==> config.mk <==
export PLATFORM = sky130hd
export DESIGN_NAME = posit_encode_seq
export DESIGN_NICKNAME = d
export VERILOG_FILES = /design/src/rtl/posit_encode_seq.sv
export SDC_FILE = /design/constraint.sdc
export NUM_CORES = 1
export LEC_CHECK = 0
export ABC_AREA = 1
export BUFFER_PORTS_ARGS = -buffer_cell sky130_fd_sc_hd__buf_2
export CORE_ASPECT_RATIO = 0.7
export CORE_MARGIN = 1
export CORE_UTILIZATION = 45
export CTS_BUF_LIST = sky130_fd_sc_hd__clkbuf_8 sky130_fd_sc_hd__clkbuf_16
export CTS_CLUSTER_SIZE = 14
export DETAILED_ROUTE_END_ITERATION = 8
export SLEW_MARGIN = 10
export SYNTH_ARGS = -nofsm -noshare
export SYNTH_HDL_FRONTEND = slang
export SYNTH_SLANG_ARGS = --single-unit
==> constraint.sdc <==
create_clock -name clk -period 3.35 [get_ports clk]
set_input_delay 0.8375 -clock clk [delete_from_list [all_inputs] [get_ports clk]]
set_output_delay 0.8375 -clock clk [all_outputs]
set_load 0.005 [all_outputs]
==> src/rtl/posit_encode_seq.sv <==
// posit_encode_seq: sequential posit encoder.
//
// Takes a sign, a signed total scale (k*2^es + e) and an MSB-aligned fraction.
// It builds the regime by shifting a 2N-bit working register one bit per cycle,
// then rounds to nearest-even and applies the sign.
//
// Optional feature macro: POSIT_ENC_OVF_FLAG_EN adds the ovf output.
//
// Ports
//   clk      in   rising-edge clock
//   rst_n    in   asynchronous active-low reset
//   start    in   request, sampled only in IDLE
//   sign     in   value sign
//   scale    in   [SW-1:0] signed total scale
//   frac     in   [N-1:0] fraction below the hidden 1, MSB-aligned
//   zero_in  in   zero value flag
//   inf_in   in   NaR flag, has priority over zero_in
//   out      out  [N-1:0] encoded posit, held between results
//   busy     out  high whenever the FSM is not in IDLE
//   done     out  one-cycle pulse, out is valid in the same cycle
//   ovf      out  (macro only) saturation or clamp happened, valid with done
//
// state | meaning
// ------+--------------------------------------------------------------
// IDLE  | waiting for start; captures inputs and loads W
// SHIFT | shifts regime fill into W, one bit per cycle, R cycles total
// ROUND | rounds / saturates and loads out
// FIN   | done high, out valid; returns to IDLE on the next edge

module posit_encode_seq #(
    parameter int N  = 32,
    parameter int es = 2,
    parameter int SW = 8
) (
    input  logic          clk,
    input  logic          rst_n,
    input  logic          start,
    input  logic          sign,
    input  logic [SW-1:0] scale,
    input  logic [N-1:0]  frac,
    input  logic          zero_in,
    input  logic          inf_in,
    output logic [N-1:0]  out,
    output logic          busy,
    output logic          done
`ifdef POSIT_ENC_OVF_FLAG_EN
    ,
    output logic          ovf
`endif
);

    typedef enum logic [1:0] {
        S_IDLE  = 2'd0,
        S_SHIFT = 2'd1,
        S_ROUND = 2'd2,
        S_FIN   = 2'd3
    } state_t;

    localparam logic signed [SW:0] W_ONE  = {{SW{1'b0}}, 1'b1};
    localparam logic [SW:0]        CNT_1  = {{SW{1'b0}}, 1'b1};
    localparam logic [SW:0]        R_LIM  = (SW+1)'(N-1);
    localparam logic [N-2:0]       B_MIN  = {{(N-2){1'b0}}, 1'b1};
    localparam logic [N-2:0]       B_MAX  = {(N-1){1'b1}};

    state_t r_state;
    state_t w_state_nxt;

    logic [2*N-1:0] r_w;
    logic [SW:0]    r_cnt;
    logic           r_sign;
    logic           r_neg;
    logic           r_sat;
    logic [N-1:0]   r_out;

    // Scale decode: k = scale >>> es, run length R of the regime.
    logic signed [SW-1:0] w_k;
    logic signed [SW:0]   w_kx;
    logic [SW:0]          w_r;
    logic                 w_neg;
    logic                 w_sat_in;
    logic                 w_special;
    logic                 w_accept;

    assign w_k       = $signed(scale) >>> es;
    assign w_kx      = {w_k[SW-1], w_k};
    assign w_neg     = w_k[SW-1];
    assign w_r       = w_neg ? -w_kx : (w_kx + W_ONE);
    assign w_sat_in  = (w_r > R_LIM);
    assign w_special = inf_in | zero_in;
    assign w_accept  = (r_state == S_IDLE) & start;

    // Rounding on the shifted register.
    logic [N-2:0] w_body;
    logic         w_guard;
    logic         w_sticky;
    logic         w_inc;
    logic [N-1:0] w_sum;
    logic [N-2:0] w_body_fin;
    logic [N-1:0] w_mag;
    logic [N-1:0] w_res;

    assign w_body   = r_w[2*N-1:N+1];
    assign w_guard  = r_w[N];
    assign w_sticky = |r_w[N-1:0];
    assign w_inc    = w_guard & (w_sticky | w_body[0]);
    assign w_sum    = {1'b0, w_body} + {{(N-1){1'b0}}, w_inc};

    // A carry out of the body or a zero body must not reach NaR / zero.
    always_comb begin
        w_body_fin = w_sum[N-2:0];
        if (r_sat) begin
            w_body_fin = r_neg ? B_MIN : B_MAX;
        end else if (w_sum[N-1]) begin
            w_body_fin = B_MAX;
        end else if (w_sum[N-2:0] == '0) begin
            w_body_fin = B_MIN;
        end
    end

    assign w_mag = {1'b0, w_body_fin};
    assign w_res = r_sign ? -w_mag : w_mag;

    // State register
    always_ff @(posedge clk or negedge rst_n) begin
        if (!rst_n) begin
            r_state <= S_IDLE;
        end else begin
            r_state <= w_state_nxt;
        end
    end

    // Next-state logic
    always_comb begin
        w_state_nxt = r_state;
        case (r_state)
            S_IDLE: begin
                if (start) begin
                    if (w_special) begin
                        w_state_nxt = S_FIN;
                    end else if (w_sat_in) begin
                        w_state_nxt = S_ROUND;
                    end else begin
                        w_state_nxt = S_SHIFT;
                    end
                end
            end
            S_SHIFT: begin
                if (r_cnt == CNT_1) begin
                    w_state_nxt = S_ROUND;
                end
            end
            S_ROUND: w_state_nxt = S_FIN;
            S_FIN:   w_state_nxt = S_IDLE;
            default: w_state_nxt = S_IDLE;
        endcase
    end

    // Output logic
    always_comb begin
        busy = (r_state != S_IDLE);
        done = (r_state == S_FIN);
    end

    // Datapath
    always_ff @(posedge clk or negedge rst_n) begin
        if (!rst_n) begin
            r_w    <= '0;
            r_cnt  <= '0;
            r_sign <= 1'b0;
            r_neg  <= 1'b0;
            r_sat  <= 1'b0;
            r_out  <= '0;
        end else if (w_accept) begin
            r_sign <= sign;
            r_neg  <= w_neg;
            r_sat  <= w_sat_in & ~w_special;
            // term bit is the regime terminator: 0 after ones, 1 after zeros
            r_w    <= {w_neg, scale[es-1:0], frac, {(N-1-es){1'b0}}};
            r_cnt  <= w_r;
            if (inf_in) begin
                r_out <= {1'b1, {(N-1){1'b0}}};
            end else if (zero_in) begin
                r_out <= '0;
            end
        end else if (r_state == S_SHIFT) begin
            r_w   <= {~r_neg, r_w[2*N-1:1]};
            r_cnt <= r_cnt - CNT_1;
        end else if (r_state == S_ROUND) begin
            r_out <= w_res;
        end
    end

    assign out = r_out;

`ifdef POSIT_ENC_OVF_FLAG_EN
    logic r_ovf;
    logic w_clamp;

    assign w_clamp = ~r_sat & (w_sum[N-1] | (w_sum[N-2:0] == '0));

    always_ff @(posedge clk or negedge rst_n) begin
        if (!rst_n) begin
            r_ovf <= 1'b0;
        end else if (w_accept) begin
            r_ovf <= 1'b0;
        end else if (r_state == S_ROUND) begin
            r_ovf <= r_sat | w_clamp;
        end
    end

    assign ovf = r_ovf & done;
`else
    // No overflow flag: saturation and clamping above still apply.
`endif

endmodule

==> run metrics <==
number of DRC violations after detailed routing 0; classification of the worst setup path flop to flop; clock-pin slew of the registers on the worst-case setup and hold paths 0.08 ns; Synth top area share 37.4%; reg-to-reg endpoint out[24]$_DFFE_PN0P_; CTS sink cnt 110; total die area ~0.017 mm²; vias in the first global route 6586; proportion of power drawn by the clock network 14.7%; Inserted Diodes 0; highest clock rate between 0.3 and 0.4 GHz; PnR Total Power 0.00839 W; net total in the final layout 1226; post-synthesis cell area between 0.007 and 0.008 mm²; Cell Area, Placed 0.00798 mm²; fin area approximately 0.0084 mm²; cells taking the most area after synthesis dfrtp_1, nand2_1, o21ai_0; count of standard-cell rows 38; quantity of I/O buffers inserted on ports 79; Initial DRC Count 641; antenna violation net count after detailed routing 0; Final Hold Violating Endpoints 0; number of buffers created by CTS 9; cell type contributing the most total cell area after synthesis dfrtp_1; clock root buffer master clkbuf_16; peak supply drop 0.000679 V; overall overflow remaining after global route 0; number of antenna violations at the first check in global routing 0; detailed-routing iteration count for the pre-antenna-repair pass 5; CP required 3.60 ns; fraction of final layout cells with drive strength greater than 1 14.6%; PwrDens around 1000 mW/mm²; final cycle utilization of the critical path 91.3%; syn avg cell area 6.65 µm²; total leakage power 4.28 nW; flop2flop setup slack 0.29 ns; number of instances in the placed design 1378; status completed; wire length of the first global-routing pass 34200 µm; final setup skew 0.00745 ns; share of total power in combinational logic 55.1%; internal power ~0.0042 W; minimum clock period after layout 3.06 ns; Worst slew margin 35.2%; TritonCTS clock tree yes; final number of setup-violating endpoints 0; die height 109 µm; initial core utilization 46.8%; via count approximately 7.3k; Worst Setup Start Kind flop; number of violations of the max-capacitance limit 0; Sequential Power Share a little under a third; GRT Util Overall a little over a quarter; logic depth of the worst register-to-register path 25; setup TNS after final layout 0 ns; core region area 0.0157 mm²; gate count of the mapped netlist between 1k and 1.5k; Slew Viols, Final 0; share of synthesized area occupied by flip-flops and latches a little under two fifths; HPWL Detailed 15500 µm; net switching fraction of the power 49.5%; Synthesis Warnings 0; final weighted congestion of routability-driven global placement between 0.9 and 1; growth of design area from synthesis to finish 14.4%; number of standard cells in the layout, taps in and fillers out approximately 1.4k; number of buffers on the longest clock path 2; average wire length per cell after detail routing 14.8 µm; worst-skew pair later-pin latency 0.36 ns; arrival time worst endpoint 3.31 ns; Util after Layout 53.6%; count of H-tree levels built during CTS 3; count of state elements after synthesis 110; number of top-level pins 80; power spent charging and discharging nets 0.00415 W; largest net degree at the start of global routing 110; worst slew pin tran 0.970 ns; fillers 1607; Syn Nets 1165; Hold Crit Class input port to async pin; R2R Path Start r_w[32]$_DFFE_PN0P_; cts hold-fix bufs 0; Via-to-Cell Ratio about 5.2; drt total wl 20700 µm; x dimension of the die around 150 µm; Setup crit end kind flop; maximum fanout count along the critical path 6; Unique masters post-synth 43
-- worst max-delay path by stage --
stage,from,endpoint,cells past startpoint
floorplan,r_w[32]$_DFFE_PN0P_,out[22]$_DFFE_PN0P_,26
global placement,r_w[32]$_DFFE_PN0P_,out[30]$_DFFE_PN0P_,25
detailed placement,r_w[32]$_DFFE_PN0P_,out[22]$_DFFE_PN0P_,25
CTS,r_w[32]$_DFFE_PN0P_,out[22]$_DFFE_PN0P_,25
global route,r_w[32]$_DFFE_PN0P_,out[24]$_DFFE_PN0P_,25
finish,r_w[32]$_DFFE_PN0P_,out[24]$_DFFE_PN0P_,25
-- cells in the mapped netlist, drive strengths merged --
master and count:
o22ai 2, a22o 3, nand4 6, o21bai 2
a32o 1, a21oi 31, dfrtp 110, nand3 73
a22oi 2, inv 120, nor3 7, clkinv 1
nor2 168, and2 1, nand2 312, o311ai 2
a31oi 4, nand3b 3, xor2 9, buf 7
clkbuf 34, o21a 1, nor4 1, xnor2 3
o211ai 4, o21ai 190, ha 11
-- cell usage in the layout (no fill, tap or decap), types with 4 or more instances in the layout --
cell type and n:
nand3_1 66, nor2_1 151, nand3_4 4, buf_4 12
a31oi_1 4, nor2_2 9, inv_1 113, nor3_1 6
buf_2 78, o211ai_1 4, nand2_4 7, nand2_1 294
o21ai_1 20, a21oi_1 29, clkbuf_16 9, ha_1 9
o21ai_2 8, dfrtp_1 109, o21ai_0 162, nand4_1 5
nand2_2 11, nor2_4 6, xor2_1 9, inv_2 5
-- power groups by stage --
| stage | sequential, W | combinational (W) | clock (W) |
|---|---|---|---|
| floorplan | 0.00242 | 0.00329 | 0 |
| global placement | 0.00253 | 0.00446 | 0 |
| detailed placement | 0.00253 | 0.00448 | 0 |
| CTS | 0.00251 | 0.00450 | 0.00125 |
| global route | 0.00263 | 0.00534 | 0.00131 |
| finish | 0.00254 | 0.00462 | 0.00123 |
-- cells by family (layout without fill, tap and decap cells) --
group                    count (synthesis)  in the layout  synth area share, %
AND/OR/NAND/NOR                        571            571                 33.2
AO/OA/AOI/OAI                          242            242                 17.7
buffers and inverters                  162            228                 8.46
flip-flops                             110            110                 37.4
XOR/XNOR                                12             12                 1.43
adder cells (fa/ha/maj)                 11             11                 1.87
-- layout make-up --
| cell class | count | area [µm²] | share of cell area, % |
|---|---|---|---|
| Multi-Input combinational cell | 836 | 4100 | 48.6 |
| Sequential cell | 110 | 2750 | 32.7 |
| Timing Repair Buffer | 91 | 500 | 5.94 |
| Inverter | 121 | 459 | 5.45 |
| Tap cell | 220 | 275 | 3.27 |
| Clock buffer | 9 | 225 | 2.67 |
| Clock inverter | 7 | 115 | 1.37 |
-- per-layer routing --
| metal | vias up | global-route usage, % | wire, µm |
|---|---|---|---|
| li1 | 3690 | - | - |
| met1 | 3378 | 41.8 | 11300 |
| met2 | 202 | 35.8 | 8020 |
| met3 | 11 | 4.77 | 1260 |
| met4 | 0 | 4.31 | 153 |
| met5 | - | 0 | 0 |
-- through the flow --
stage          hold slack, ns  setup WS, ns
2_1_floorplan           0.433         0.495
3_3_place_gp            0.458         0.213
3_5_place_dp            0.461        0.0847
4_1_cts                 0.460        0.0537
5_1_grt                 0.470      -0.00493
6_report                0.440         0.291
-- sequential cells by signal, summed over array words and instances, names as in the netlist --
signal   flops
r_neg        1
r_cnt        9
out         32
r_sign       1
r_state      2
r_w         64
r_sat        1
-- repair_timing --
item | CTS | global route
setup buffers | 0 | 0
gates resized for setup | 0 | 26
setup endpoints to repair | 0 | 12
-- critical path, cell delays in order (launching register included) --
cell and delay, ns:
dfrtp_1 0.41, nand2_4 0.10, inv_2 0.08, ha_4 0.15, nand3_4 0.09, inv_4 0.11, nand2_4 0.08, nor2_4 0.18
nand3_1 0.09, nand2_1 0.11, nor2_1 0.06, nand2_1 0.07, nor2_2 0.04, nand3_2 0.09, nand2_1 0.07, inv_2 0.08
ha_2 0.21, nand3_4 0.09, nor2_4 0.15, nand2_1 0.09, nand2_4 0.11, nand2_2 0.09, a21oi_4 0.14, nand3_1 0.09
nand2_1 0.09, o21ai_1 0.05
Power figures use the tool's default switching activity.
